===== src/rtl/game_ctrl_fsm.sv =====
// Game-control block: owns the game-over flag, derives a per-frame tick from the
// VGA vertical counter, checks Dino/obstacle collisions and ramps the speed level.
module game_ctrl_fsm #(
  parameter int unsigned NUM_OBS          = 2,
  parameter int unsigned COORD_W          = 12,
  parameter int unsigned SPEED_W          = 3,
  parameter int unsigned FRAMES_PER_LEVEL = 600,
  parameter int unsigned HIT_HOLD_FRAMES  = 30
) (
  input  logic                       clk,
  input  logic                       rst,
  input  logic [10:0]                hor_reg,
  input  logic [9:0]                 ver_reg,
  input  logic                       Spaceflag,
  input  logic [COORD_W-1:0]         DinoPosHorFrom,
  input  logic [COORD_W-1:0]         DinoPosHorTo,
  input  logic [COORD_W-1:0]         DinoPosVerFrom,
  input  logic [COORD_W-1:0]         DinoPosVerTo,
  input  logic [NUM_OBS*COORD_W-1:0] obsHorFrom,
  input  logic [NUM_OBS*COORD_W-1:0] obsHorTo,
  input  logic [NUM_OBS*COORD_W-1:0] obsVerFrom,
  input  logic [NUM_OBS*COORD_W-1:0] obsVerTo,
  input  logic [NUM_OBS-1:0]         obs_valid,
  output logic                       breakGameFlag,
  output logic                       run_en,
  output logic                       restart,
  output logic                       frame_tick,
  output logic [NUM_OBS-1:0]         hit_mask,
  output logic [SPEED_W-1:0]         speed_level,
  output logic [1:0]                 state
);

  localparam int unsigned LVL_W  = (FRAMES_PER_LEVEL > 1) ? $clog2(FRAMES_PER_LEVEL) : 1;
  localparam int unsigned HOLD_W = $clog2(HIT_HOLD_FRAMES + 1);
  localparam logic [LVL_W-1:0]  LVL_LAST  = LVL_W'(FRAMES_PER_LEVEL - 1);
  localparam logic [HOLD_W-1:0] HOLD_LAST = HOLD_W'(HIT_HOLD_FRAMES - 1);

  typedef enum logic [1:0] {
    IDLE = 2'd0,
    RUN  = 2'd1,
    HIT  = 2'd2,
    OVER = 2'd3
  } state_t;

  state_t               r_state, w_next;
  logic [9:0]           r_ver_q;
  logic                 r_frame_tick;
  logic                 r_space_q;
  logic [LVL_W-1:0]     r_lvl;
  logic [HOLD_W-1:0]    r_hold;
  logic [SPEED_W-1:0]   r_speed;
  logic [NUM_OBS-1:0]   r_hit_mask;
  logic                 r_break, r_run_en, r_restart;
  logic                 w_break_nx, w_run_nx, w_restart_nx;
  logic                 w_space_rise, w_any_hit;
  logic [NUM_OBS-1:0]   w_hit;
  logic                 w_unused_hor;

  // hor_reg stays on the port list only for bus compatibility
  assign w_unused_hor = ^hor_reg;
  assign w_space_rise = Spaceflag & ~r_space_q;
  assign w_any_hit    = |w_hit;

  always_comb begin
    w_hit = '0;
    for (int unsigned i = 0; i < NUM_OBS; i++) begin
      w_hit[i] = obs_valid[i]
               & (DinoPosHorFrom <= obsHorTo[i*COORD_W +: COORD_W])
               & (obsHorFrom[i*COORD_W +: COORD_W] <= DinoPosHorTo)
               & (DinoPosVerFrom <= obsVerTo[i*COORD_W +: COORD_W])
               & (obsVerFrom[i*COORD_W +: COORD_W] <= DinoPosVerTo);
    end
  end

  always_ff @(posedge clk or posedge rst) begin
    if (rst) begin
      r_state   <= IDLE;
      r_break   <= 1'b1;
      r_run_en  <= 1'b0;
      r_restart <= 1'b0;
    end else begin
      r_state   <= w_next;
      r_break   <= w_break_nx;
      r_run_en  <= w_run_nx;
      r_restart <= w_restart_nx;
    end
  end

  always_comb begin
    w_next = r_state;
    unique case (r_state)
      IDLE: if (w_space_rise) w_next = RUN;
      RUN:  if (r_frame_tick && w_any_hit) w_next = HIT;
      HIT:  if (r_frame_tick && (r_hold == HOLD_LAST)) w_next = OVER;
      OVER: if (w_space_rise) w_next = RUN;
      default: w_next = IDLE;
    endcase
  end

  // Flags are registered from the next state so they line up with r_state
  always_comb begin
    w_break_nx   = (w_next != RUN);
    w_run_nx     = (w_next == RUN);
    w_restart_nx = (r_state == OVER) && w_space_rise;
  end

  always_ff @(posedge clk or posedge rst) begin
    if (rst) begin
      r_ver_q      <= '0;
      r_frame_tick <= 1'b0;
      r_space_q    <= 1'b1;
    end else begin
      r_ver_q      <= ver_reg;
      r_frame_tick <= (ver_reg == '0) && (r_ver_q != '0);
      r_space_q    <= Spaceflag;
    end
  end

  always_ff @(posedge clk or posedge rst) begin
    if (rst) begin
      r_lvl      <= '0;
      r_speed    <= '0;
      r_hit_mask <= '0;
      r_hold     <= '0;
    end else begin
      if (w_restart_nx) begin
        r_lvl      <= '0;
        r_speed    <= '0;
        r_hit_mask <= '0;
      end else if ((r_state == RUN) && r_frame_tick) begin
        if (w_any_hit) begin
          r_hit_mask <= w_hit;
        end else if (r_lvl == LVL_LAST) begin
          r_lvl <= '0;
          if (r_speed != '1) r_speed <= r_speed + 1'b1;
        end else begin
          r_lvl <= r_lvl + 1'b1;
        end
      end
      if (r_state != HIT)    r_hold <= '0;
      else if (r_frame_tick) r_hold <= r_hold + 1'b1;
    end
  end

  assign breakGameFlag = r_break;
  assign run_en        = r_run_en;
  assign restart       = r_restart;
  assign frame_tick    = r_frame_tick;
  assign hit_mask      = r_hit_mask;
  assign speed_level   = r_speed;
  assign state         = r_state;

endmodule

===== config.mk =====
export PLATFORM = sky130hd
export DESIGN_NAME = game_ctrl_fsm
export DESIGN_NICKNAME = d
export VERILOG_FILES = /design/src/rtl/game_ctrl_fsm.sv
export SDC_FILE = /design/constraint.sdc
export NUM_CORES = 1
export LEC_CHECK = 0
export ABC_AREA = 1
export BUFFER_PORTS_ARGS = -buffer_cell sky130_fd_sc_hd__clkbuf_2
export CAP_MARGIN = 10
export CORE_UTILIZATION = 54
export CTS_CLUSTER_DIAMETER = 40
export DETAILED_ROUTE_END_ITERATION = 16
export GPL_TIMING_DRIVEN = 0
export PLACE_DENSITY = 0.86
export SLEW_MARGIN = 20
export SYNTH_ARGS = -nofsm -noshare
export SYNTH_HDL_FRONTEND = slang
export SYNTH_SLANG_ARGS = --single-unit

===== constraint.sdc =====
create_clock -name clk -period 4.7 [get_ports clk]
set_clock_uncertainty 0.05 [all_clocks]
set_input_delay 0.47 -clock clk [delete_from_list [all_inputs] [get_ports clk]]
set_output_delay 0.47 -clock clk [all_outputs]
set_load 0.1 [all_outputs]

Yosys cells after proc, flatten, opt, wreduce, memory -nomap -nowiden:

Cells that the tools add are included.

* bits in registers: 37
* input bits: 170
* output and inout port bits: 11
* logic and storage cells: 78

* add/sub/neg operators: 3
* order comparisons: 8
* eq/ne operators: 10
* muxes and demuxes: 18
* bitwise logic cells: 10
* reductions and logical operators: 18

Operators with widths (number)
* $le 12x12->1: 8
* $mux 10: 4
* $mux 3: 5
* $mux 2: 6
* $add 10x1->10 const B: 1
* $eq 10x10->1 const B: 1
* $logic_not 10->1: 1
* $mux 5: 2
* $reduce_bool 10->1: 1
* $reduce_bool 2->1: 5
* $and 1x1->1: 9
* $pmux 2 s3: 1
* $add 5x1->5 const B: 1
* $eq 5x5->1 const B: 1
* $logic_and 1x1->1: 5
* $eq 2x1->1 const B: 2
* $eq 2x2->1 const B: 2
* $ne 2x2->1 const B: 2
* $reduce_and 2->1: 2
* $reduce_and 4->1: 1
* $reduce_or 2->1: 2
* $add 3x1->3 const B: 1
* $ne 3x3->1 const B: 1
* $logic_not 2->1: 1
* other kinds (2): 2

Longest topological paths before layout:

* depth after elaboration: 10
* gate-level depth with buffers: 19
* mapped depth without buffers: 19

Worst setup path before layout:

Ideal clock, no wire load.

* kind: register to register
* start point: reg r_state[0], in the netlist state[0]
* end point: reg r_speed[0], in the netlist speed_level[0]
* setup time: 0.067 ns
* arrival: 2.041 ns
* required time: 4.583 ns
* slack: 2.542 ns
* stages on the path, launching flop included: 9
* path buffers: 1
* clock period less this slack: 2.158 ns
* path through: dfrtp_1 > ha_1 > nand2_1 > buf_2 > inv_2 > or2_2 > clkinv_1 > nand4_1 > nand2_1

* longest elaborated chain between the ends: 4
* elaborated cells on any way between the ends: 10
* those cells by class: eq/ne (3); mux (1); reduce/logical (6)

RTL lines
* from (decl): RTL line 45 `state_t r_state, w_next;`
* from (signal assigned): RTL line 82 `r_state <= w_next;`
* $eq 2x2->1 (*): RTL line 104 `w_restart_nx = (r_state == OVER) && w_space_rise;`
* $logic_and 1x1->1 (*): RTL line 104
* via w_restart_nx: RTL line 54 `logic w_break_nx, w_run_nx, w_restart_nx;`
* $ne 2x2->1 (no line) / $reduce_bool 2->1 (equally long branches)
* $reduce_and 4->1 (no line)
* to (signal assigned): RTL line 135 `if (r_speed != '1) r_speed <= r_speed + 1'b1;`
* to (decl): RTL line 51 `logic [SPEED_W-1:0] r_speed;`

Mark *: on every way through the listed nets, which the timed path passes. The rest lies on a longest branch.
A chain may end at the register's enable or synchronous reset.

Final worst setup path:

* start point: in DinoPosVerFrom[11]
* end point: reg r_lvl[4]

* longest elaborated chain between the ends: 6
* elaborated cells on any way between the ends: 9
* those cells by class: order compare (2); eq/ne (1); bitwise (4); reduce/logical (2)

RTL lines
* from (decl): RTL line 17 `input logic [COORD_W-1:0] DinoPosVerFrom,`
* $le 12x12->1: RTL line 70 `& (DinoPosVerFrom <= obsVerTo[i*COORD_W +: COORD_W])`
* $and 1x1->1: RTL line 70
* $and 1x1->1: RTL line 71 `& (obsVerFrom[i*COORD_W +: COORD_W] <= DinoPosVerTo);`
* $reduce_or 2->1 (*): RTL line 62 `assign w_any_hit = |w_hit;`
* $ne 2x2->1 (no line) (*)
* $reduce_and 2->1 (no line) (*)
* to (signal assigned): RTL line 137 `r_lvl <= r_lvl + 1'b1;`
* to (decl): RTL line 49 `logic [LVL_W-1:0] r_lvl;`

Mark *: on every way between the ends. The rest lies on a longest branch, timed or not.

==> results.tsv <==
metric	value	unit
synth_ff_type	dfrtp_1	
synth_top_cell_area_share	29.9	%
fillCellCount	650	
ctsHoldBuffers	0	
min-delay-start	Spaceflag	
combPwrFrac	34.1	%
cts-htree-levels	2	
diodes	0	
syn_area	4400	sq um
die_height	92.2	um
layout_setup_ws	2.68	ns
synth_area_leader_cell	ha_1	
arrival	2.17	ns
area_growth	24.6	%
ioPinCount	181	
drc_errors	0	
first_pass_iters	4	
start_kind	input pin	
dieArea	8510	sq um
grt_start_max_net_pins	38	
cp.required	4.84	ns
worst-setup-path-type	input pin to register	
r2r_cells	7	
dp_slack	2.37	ns
synth_cell_types	35	
holdPathStages	1	
status	finished clean	
p_int	0.627	mW
start_util	56.3	%
yosysMostFrequentCell	nand2_1	
dieWidth	92.2	um
ctsResizeCount	0	
tightest_slew	0.750	ns
cts_tree	done	
grt_use_total	26.1	%
ir_drop	0.000259	V
endpoint_kind	register	
antenna_found_initial	0	
vias_per_cell	4.94	
core	7810	sq um
cts_num_sinks	37	
overflow	0	
hold_class	input pin to register	
grt_pass1_wl	18.1	mm
path_clk_slew	0.08	ns
syn_inst	620	
p_clk_share	29.5	%
rsz0062_at_grt	no	
fin_nets	1071	
drv_slew	0	
port_buffers	169	
reg2reg_from	r_lvl[0]	
ant_nets	0	
hold_violations	0	
cts_made_buffers	5	
report.final.setup_viol	0	
power_frac_seq	36.4	%
switching_share	31.4	%
gp_congestion	0.909	
crit_path_start	DinoPosVerFrom[11]	
synth.net_count	895	
cts-root-buf	clkbuf_8	
leakagePower	3.50	nW
post-cts-setup-buffers	0	
ys_async_sr_fraction	100	%
vias	4437	
post_drt_wl_per_cell	11.5	um
synthTopCellsByArea	ha_1, dfrtp_1, nand2_1	
synth_edf_count	0	
drive_above_1_share	26.7	%
ys_seq_area_share	21.1	%
finalPower	0.914	mW
grt_pass1_vias	4577	
ys_ff_latch	37	
dpl.hpwl	9.09	mm
fmax	494	MHz
drtIter0Drc	137	
drv_cap	0	
fin_setup_tns	0	ns
synth_warnings	0	
clk_latency	0.29	ns
max_slew_margin	49.9	%
fp-row-count	32	
wl	10.3	mm
crit_fanout	10	
synth_common_cells	nand2_1, inv_1, ha_1	
p_switching	0.287	mW
final.period_utilization	43.0	%
post-route-min-period	2.02	ns
postSynthAreaPerCell	7.09	sq um
power_density	167	nW/um^2
clockBufferDepth	2	
-- sequential cells by signal, summed over array words and instances, names as in the netlist --
signal and cells:
r_space_q 1, breakGameFlag 1, r_hold 5, r_ver_q 10, hit_mask 2, speed_level 3
restart 1, state 2, r_lvl 10, frame_tick 1, run_en 1
-- routing by layer --
metal	routed length, um	track usage (%)
met2	5230	51.5
met5	0	0
met4	349	11.2
met3	553	3.65
met1	4170	26.9
-- power groups by stage --
stage               logic (mW)  registers (mW)  clock network (mW)
floorplan                0.184           0.344                   0
global placement         0.293           0.338                   0
detailed placement       0.312           0.339                   0
CTS                      0.314           0.332               0.278
global route             0.362           0.333               0.290
finish                   0.311           0.332               0.270
-- per-stage QoR --
step	std cells	hold WS (ns)	instance area [sq um]	util [%]
floorplan	620	0.383	4400	-
global placement	891	0.395	5370	68.8
detailed placement	891	0.400	5370	68.8
CTS	899	0.213	5480	70.2
global route	899	0.217	5480	70.2
finish	899	0.225	5480	70.2
-- layout by cell type (no fill, tap or decap), types with 3 or more instances in the layout --
cell type and instances:
nor2_2 6, a21oi_1 34, nand4_1 22, o21a_1 4
nor3_1 4, o21ai_0 4, inv_2 7, xor2_1 3
nand2_2 6, a21o_1 4, clkbuf_8 5, dfrtp_1 35
ha_1 105, nand3_1 23, nand2_1 155, o21bai_1 4
nor2_1 40, o21ai_2 7, clkbuf_2 169, inv_1 132
nor4_1 6
-- worst max-delay path: stages --
cell and delay (ns):
clkbuf_2 0.11, ha_1 0.32, nand2_1 0.09, nor2_2 0.12, nand2_1 0.07, a21oi_1 0.12
nor2_1 0.07, nor2_2 0.13, nor2_4 0.06, nand2_2 0.07, nand2_4 0.06, nand2_4 0.10
nand2_8 0.09, buf_12 0.16, nand2_2 0.05, nand2_1 0.05
-- cells by family (layout without fill, tap and decap cells) --
family	Yosys count	count (layout)	synth area share [%]
DFF	37	37	21.1
buffers and inverters	143	320	12.6
xor gates and xnor gates	3	3	0.598
and+or+nand+nor	270	270	27.3
AOI/OAI and AO/OA	62	62	8.53
adders and majority gates	105	105	29.9
-- path summary, 6_finish.rpt --
check	to	slack, ns
setup / recovery	r_lvl[4]	2.68
hold reg to reg	r_hold[3]	0.41
min in group asynchronous	r_lvl[2]	0.24
setup reg to reg	r_lvl[3]	2.84
hold / removal	r_space_q	0.23
max in group asynchronous	state[1]	3.88
-- layout make-up --
type                            count  area (sq um)  area share (%)
Buffer                              3          28.8           0.525
Sequential cell                    37           928            16.9
Tap cell                          102           128            2.33
Inverter                          140           526            9.59
Multi-Input combinational cell    440          2920            53.2
Clock buffer                        6          72.6            1.32
Clock inverter                      2          35.0           0.639
Timing Repair Buffer              169           846            15.4
Note: power is estimated with default switching activity, not from simulation.
